`src/rtl/tx_sequencer.sv`:
```
// tx_sequencer: PPS-aligned Costas/PSK transmit sequencer with MCU triggers.
// Define PPS_TIMEOUT_EN to enable the ARMED-state pps watchdog (pps_err).
module tx_sequencer #(
  parameter int COSTAS_SYMBOLS     = 12,
  parameter int COSTAS_SYM_CYCLES  = 100000,
  parameter int PSK_SYMBOLS        = 250,
  parameter int PSK_SIGNAL_RATE_HZ = 125,
  parameter int TRIG_CYCLES        = 16,
  parameter int PPS_TIMEOUT_CYCLES = 12_000_000
) (
  input  logic        clock,
  input  logic        reset,
  input  logic        pps,
  input  logic        costas_txrq,
  input  logic        psk_txrq,
  output logic        mcu_costas_trigger,
  output logic        mcu_psk_trigger,
  output logic        fq_ud,
  output logic        busy,
  output logic [15:0] sym_idx,
  output logic        pps_err
);

  localparam int C_PER = COSTAS_SYM_CYCLES;
  localparam int P_PER = 10_000_000 / PSK_SIGNAL_RATE_HZ;
  localparam int M_PER = (C_PER > P_PER) ? C_PER : P_PER;
  localparam int CW = (M_PER > 1) ? $clog2(M_PER) : 1;
  localparam int TW = (TRIG_CYCLES > 0) ? $clog2(TRIG_CYCLES + 1) : 1;
  localparam int AW = (PPS_TIMEOUT_CYCLES > 1) ?
                      $clog2(PPS_TIMEOUT_CYCLES) : 1;

  localparam logic [CW-1:0] C_END = CW'(C_PER - 1);
  localparam logic [CW-1:0] P_END = CW'(P_PER - 1);
  localparam logic [15:0] C_LAST = 16'(COSTAS_SYMBOLS - 1);
  localparam logic [15:0] P_LAST = 16'(PSK_SYMBOLS - 1);
  localparam logic [TW-1:0] TRIG_LD = TW'(TRIG_CYCLES);
  localparam logic [AW-1:0] A_END = AW'(PPS_TIMEOUT_CYCLES - 1);

  typedef enum logic [1:0] {
    IDLE, ARMED, COSTAS, PSK
  } state_t;

  logic [2:0] raw, s1, s2, hist, lo_seen, rise;
  logic [1:0] vld;
  logic       pps_e, c_e, p_e;

  state_t        state, state_n;
  logic          cpend, cpend_n, ppend, ppend_n;
  logic [CW-1:0] cnt, cnt_n, end_cnt;
  logic [15:0]   sym, sym_n, last_sym;
  logic [TW-1:0] trig, trig_n;
  logic [AW-1:0] arm_cnt, arm_n;
  logic          err_q, err_n;
  logic          run;

  assign raw = {psk_txrq, costas_txrq, pps};
  // lo_seen gates out levels already high when reset released
  assign rise  = s2 & ~hist & lo_seen;
  assign pps_e = rise[0];
  assign c_e   = rise[1];
  assign p_e   = rise[2];

  always_ff @(posedge clock or posedge reset) begin
    if (reset) begin
      s1      <= '0;
      s2      <= '0;
      hist    <= '0;
      vld     <= '0;
      lo_seen <= '0;
    end else begin
      s1      <= raw;
      s2      <= s1;
      hist    <= s2;
      vld     <= {vld[0], 1'b1};
      lo_seen <= lo_seen | ({3{vld[1]}} & ~s2);
    end
  end

  always_ff @(posedge clock or posedge reset) begin
    if (reset) begin
      state   <= IDLE;
      cpend   <= 1'b0;
      ppend   <= 1'b0;
      cnt     <= '0;
      sym     <= '0;
      trig    <= '0;
      arm_cnt <= '0;
      err_q   <= 1'b0;
    end else begin
      state   <= state_n;
      cpend   <= cpend_n;
      ppend   <= ppend_n;
      cnt     <= cnt_n;
      sym     <= sym_n;
      trig    <= trig_n;
      arm_cnt <= arm_n;
      err_q   <= err_n;
    end
  end

  assign end_cnt  = (state == PSK) ? P_END : C_END;
  assign last_sym = (state == PSK) ? P_LAST : C_LAST;

  always_comb begin
    state_n = state;
    cpend_n = cpend;
    ppend_n = ppend;
    cnt_n   = cnt;
    sym_n   = sym;
    trig_n  = trig;
    arm_n   = '0;
    err_n   = err_q;
    unique case (state)
      IDLE: begin
        if (cpend || ppend) state_n = ARMED;
      end
      ARMED: begin
        arm_n = (arm_cnt == A_END) ? arm_cnt : arm_cnt + 1'b1;
        if (pps_e && cpend) begin
          state_n = COSTAS;
          cpend_n = 1'b0;
          cnt_n   = '0;
          sym_n   = '0;
          trig_n  = TRIG_LD;
        end else if (pps_e && ppend) begin
          state_n = PSK;
          ppend_n = 1'b0;
          cnt_n   = '0;
          sym_n   = '0;
          trig_n  = TRIG_LD;
        end else if (!cpend && !ppend) begin
          state_n = IDLE;
`ifdef PPS_TIMEOUT_EN
        end else if (arm_cnt == A_END) begin
          state_n = IDLE;
          cpend_n = 1'b0;
          ppend_n = 1'b0;
          err_n   = 1'b1;
`endif
        end
      end
      COSTAS, PSK: begin
        if (trig != '0) trig_n = trig - 1'b1;
        if (cnt == end_cnt) begin
          cnt_n = '0;
          if (sym == last_sym)
            state_n = (cpend || ppend) ? ARMED : IDLE;
          else if (sym != 16'hFFFF)
            sym_n = sym + 16'd1;
        end else begin
          cnt_n = cnt + 1'b1;
        end
      end
    endcase
    // a fresh request wins over a same-cycle start clear
    if (c_e) cpend_n = 1'b1;
    if (p_e) ppend_n = 1'b1;
  end

  assign run = (state == COSTAS) || (state == PSK);
  assign busy = (state != IDLE);
  assign fq_ud = run && (cnt == '0);
  assign mcu_costas_trigger = (state == COSTAS) && (trig != '0);
  assign mcu_psk_trigger = (state == PSK) && (trig != '0);
  assign sym_idx = sym;
  assign pps_err = err_q;

endmodule
```
`config.mk`:
```
export PLATFORM = sky130hd
export DESIGN_NAME = tx_sequencer
export DESIGN_NICKNAME = d
export VERILOG_FILES = /design/src/rtl/tx_sequencer.sv
export SDC_FILE = /design/constraint.sdc
export NUM_CORES = 1
export LEC_CHECK = 0
export BUFFER_PORTS_ARGS = -buffer_cell sky130_fd_sc_hd__buf_4
export CAP_MARGIN = 10
export CORE_MARGIN = 2
export CORE_UTILIZATION = 55
export CTS_CLUSTER_SIZE = 30
export DETAILED_ROUTE_END_ITERATION = 8
export PLACE_DENSITY = 0.83
export RECOVER_POWER = 100
export SLEW_MARGIN = 0
export SYNTH_ARGS = -nofsm -noshare
export SYNTH_HDL_FRONTEND = slang
export SYNTH_SLANG_ARGS = --single-unit
```
`constraint.sdc`:
```
create_clock -name clock -period 3.6 [get_ports clock]
set_clock_uncertainty 0.2 [all_clocks]
set_input_delay 0.18 -clock clock [delete_from_list [all_inputs] [get_ports clock]]
set_output_delay 0.18 -clock clock [all_outputs]
set_load 0.005 [all_outputs]
```
==> metrics.csv <==
stage,metric,value,unit
clocking,cts_setup_buffers,0,
synthesis,ys_async_sr_fraction,1.00,
global_route,antenna_found_initial,0,
place,gp_congestion,0.900,
global_route,grt.overflow.total,0,
pwr,p_leak,1.48,nW
clocking,clk_pin_slew_worst_paths,110,ps
floorplanning,row_count,26,
critical_path,cp.required,3600,ps
clocking,cts-root-buf,clkbuf_8,
synthesis,yosysWarnings,0,
cells_and_area,diodes,0,
critical_path,max_stage_delay,630,ps
critical_path,startpoint,state[1]$_DFFE_PP0P_,
global_route,grt_pass1_vias,2456,
synthesis,synthFlopType,dfrtp_1,
synthesis,syn_inst,326,
critical_path,crit_path_top_delay_cell,clkbuf_1,
timing,rsz0062_at_grt,no,
critical_path,worst_setup_path_start_kind,flip-flop,
pwr,p_total,1.56,mW
detailed_routing,wl_per_cell,15.1,um
min_path,min_from,vld[0]$_DFF_PP0_,
timing,finalHoldViolCount,0,
cells_and_area,final_util,0.637,
synthesis,synth_cell_types,51,
synthesis,ys_seq_area_frac,0.472,
timing,fin_setup_tns,0,ps
floorplanning,core_area,0.00517,mm2
floorplanning,ios,26,
timing,setup_viol,0,
detailed_routing,viasPerCell,6.13,
timing,max_slew.worst_pin.slew,905,ps
detailed_routing,firstDrtPassIters,5,
critical_path,cp_top_family,buffers and inverters,
critical_path,critPathMaxFanout,15,
timing,slew_violations,0,
min_path,hold_class,reg -> reg,
cells_and_area,drive_gt1_frac,0.138,
synthesis,syn_area,0.00297,mm2
place,dpl_worst_slack,643,ps
detailed_routing,ant_nets,0,
critical_path,worst-setup-path-type,reg -> reg,
clocking,clk_path_buf_depth,2,
global_route,grt_max_degree,33,
pwr,power_density,473,mW/mm2
timing,relSlewSlack,0.396,
detailed_routing,drt-total-wl,6340,um
critical_path,worstPathCellList,"clkbuf_1, clkinv_1, o41ai_1, buf_4, and2_1, o21a_1, a31oi_1",
floorplanning,die_area,0.00601,mm2
floorplanning,die_h,77.5,um
critical_path,worst-path-buf-inv,3,
synthesis,synth_common_cells,"dfrtp_1 (56), nand2_1 (38), nor2_1 (20)",
critical_path,cp.arrival,3210,ps
cells_and_area,seq_area,0.00140,mm2
cells_and_area,areaGrowthSynthToFinish,10.9,%
synthesis,syn_nets,336,
synthesis,synthTopCellsByArea,"dfrtp_1 (47%), nand2_1 (4.8%), nand3_1 (3.2%)",
timing,layout_min_cycle_time,3200,ps
synthesis,synth_edf_count,0,
synthesis,yosysMostFrequentCell,dfrtp_1,
cells_and_area,nets,358,
clocking,clk_latency,320,ps
timing,postLayoutSetupSlackWorst,399,ps
job,max-cap-violations,0,
detailed_routing,initialDrtViolationCount,186,
synthesis,yosys.area.top_type,dfrtp_1,
clocking,cts_tree,built,
detailed_routing,drc,0,
place,post-dp-hpwl,4400,um
pwr,irDropWorstVdd,0.000329,V
timing,period_share,0.889,
global_route,grt_pass1_wl,11100,um
cells_and_area,fillers,406,
synthesis,avgSynthCellArea,9.12,um2
timing,hold_slack,156,ps
clocking,cts.sinks,56,
floorplanning,initial_utilization,0.575,
timing,max_freq,0.312,GHz
clocking,h-tree-depth,2,
detailed_routing,via_count,2570,
critical_path,r2r_start,state[1]$_DFFE_PP0P_,
floorplanning,die_w,77.5,um
cells_and_area,multi_input_area,0.00140,mm2
place,port_buffers,24,
global_route,track_usage,0.227,
critical_path,end_kind,flip-flop,
clocking,cts_buffers,5,
run_status,status,"finished, final reports clean",
synthesis,synth_top_area_share,0.472,
synthesis,ys_seq_elements,56,
cell families (layout without fill, tap and decap cells):
| kind of cell | count (synthesis) | in the layout | share of synthesized area |
|---|---|---|---|
| compound gates | 76 | 76 | 0.168 |
| xor+xnor | 4 | 4 | 0.0118 |
| buf+inv | 37 | 60 | 0.0543 |
| mux | 4 | 4 | 0.0139 |
| fa+ha+maj | 5 | 5 | 0.0211 |
| other cells | 2 | 2 | 0.00253 |
| flops | 56 | 56 | 0.472 |
| simple gates | 142 | 142 | 0.257 |
metal layers:
layer / share of wire / vias to the layer above / routed length (um) / track usage
li1: - / 1219 / - / -
met1: 0.45 / 1221 / 2850 / 0.292
met2: 0.48 / 118 / 3030 / 0.385
met3: 0.057 / 12 / 363 / 0.0360
met4: 0.016 / 0 / 104 / 0.0857
met5: 0 / - / 0 / 0
layout by cell type, fill, tap and decap left out, types with 10 or more instances in the layout:
cell and instances:
a21oi_1 14, a31oi_1 13, and3_1 10, clkbuf_4 22
dfrtp_1 56, inv_1 19, nand2_1 38, nand3_1 19
nor2_1 20, o21ai_0 19
final cells by class:
class	instances	share of cell area
repair buffers	32	0.0725
inverters	20	0.0228
multi-input cells	233	0.425
clock buffers	5	0.0209
clock inverters	3	0.00759
well taps	70	0.0266
flip-flops and latches	56	0.425
metrics by stage:
stage,area (um2),std cells
after floorplan,2970,326
after global placement,3180,405
after detailed placement,3180,405
after CTS,3310,417
after global routing,3300,419
final,3300,419
path summary, 6_finish.rpt:
kind | endpoint | slack, ps | depth (start not counted)
hold / removal | vld[1]$_DFF_PP0_ | 160 | 0
setup / recovery | sym_idx[15]$_DFFE_PP0P_ | 400 | 7
max in group asynchronous | sym_idx[4]$_DFFE_PP0P_ | 1870 | 4
hold reg to reg | vld[1]$_DFF_PP0_ | 160 | 0
setup reg to reg | sym_idx[15]$_DFFE_PP0P_ | 400 | 7
min in group asynchronous | s1[1]$_DFF_PP0_ | 400 | 3
registers in the layout, indices dropped and copies added (netlist names), 2 cells and up:
signal and count:
state 2, vld 2, hist 3, s1 3, trig 5, s2 3, lo_seen 3, sym_idx 16
cnt 17
timing repair:
item                                   4_1_cts  5_1_grt
resized for setup                            0        0
endpoints found under the hold margin       27        0
hold buffers                                 4        0
power breakdown:
group          internal (mW)  switching, mW
logic                  0.158          0.217
clock network          0.142          0.221
registers              0.716          0.105
total                   1.02          0.543
Power figures use the tool's default switching activity.
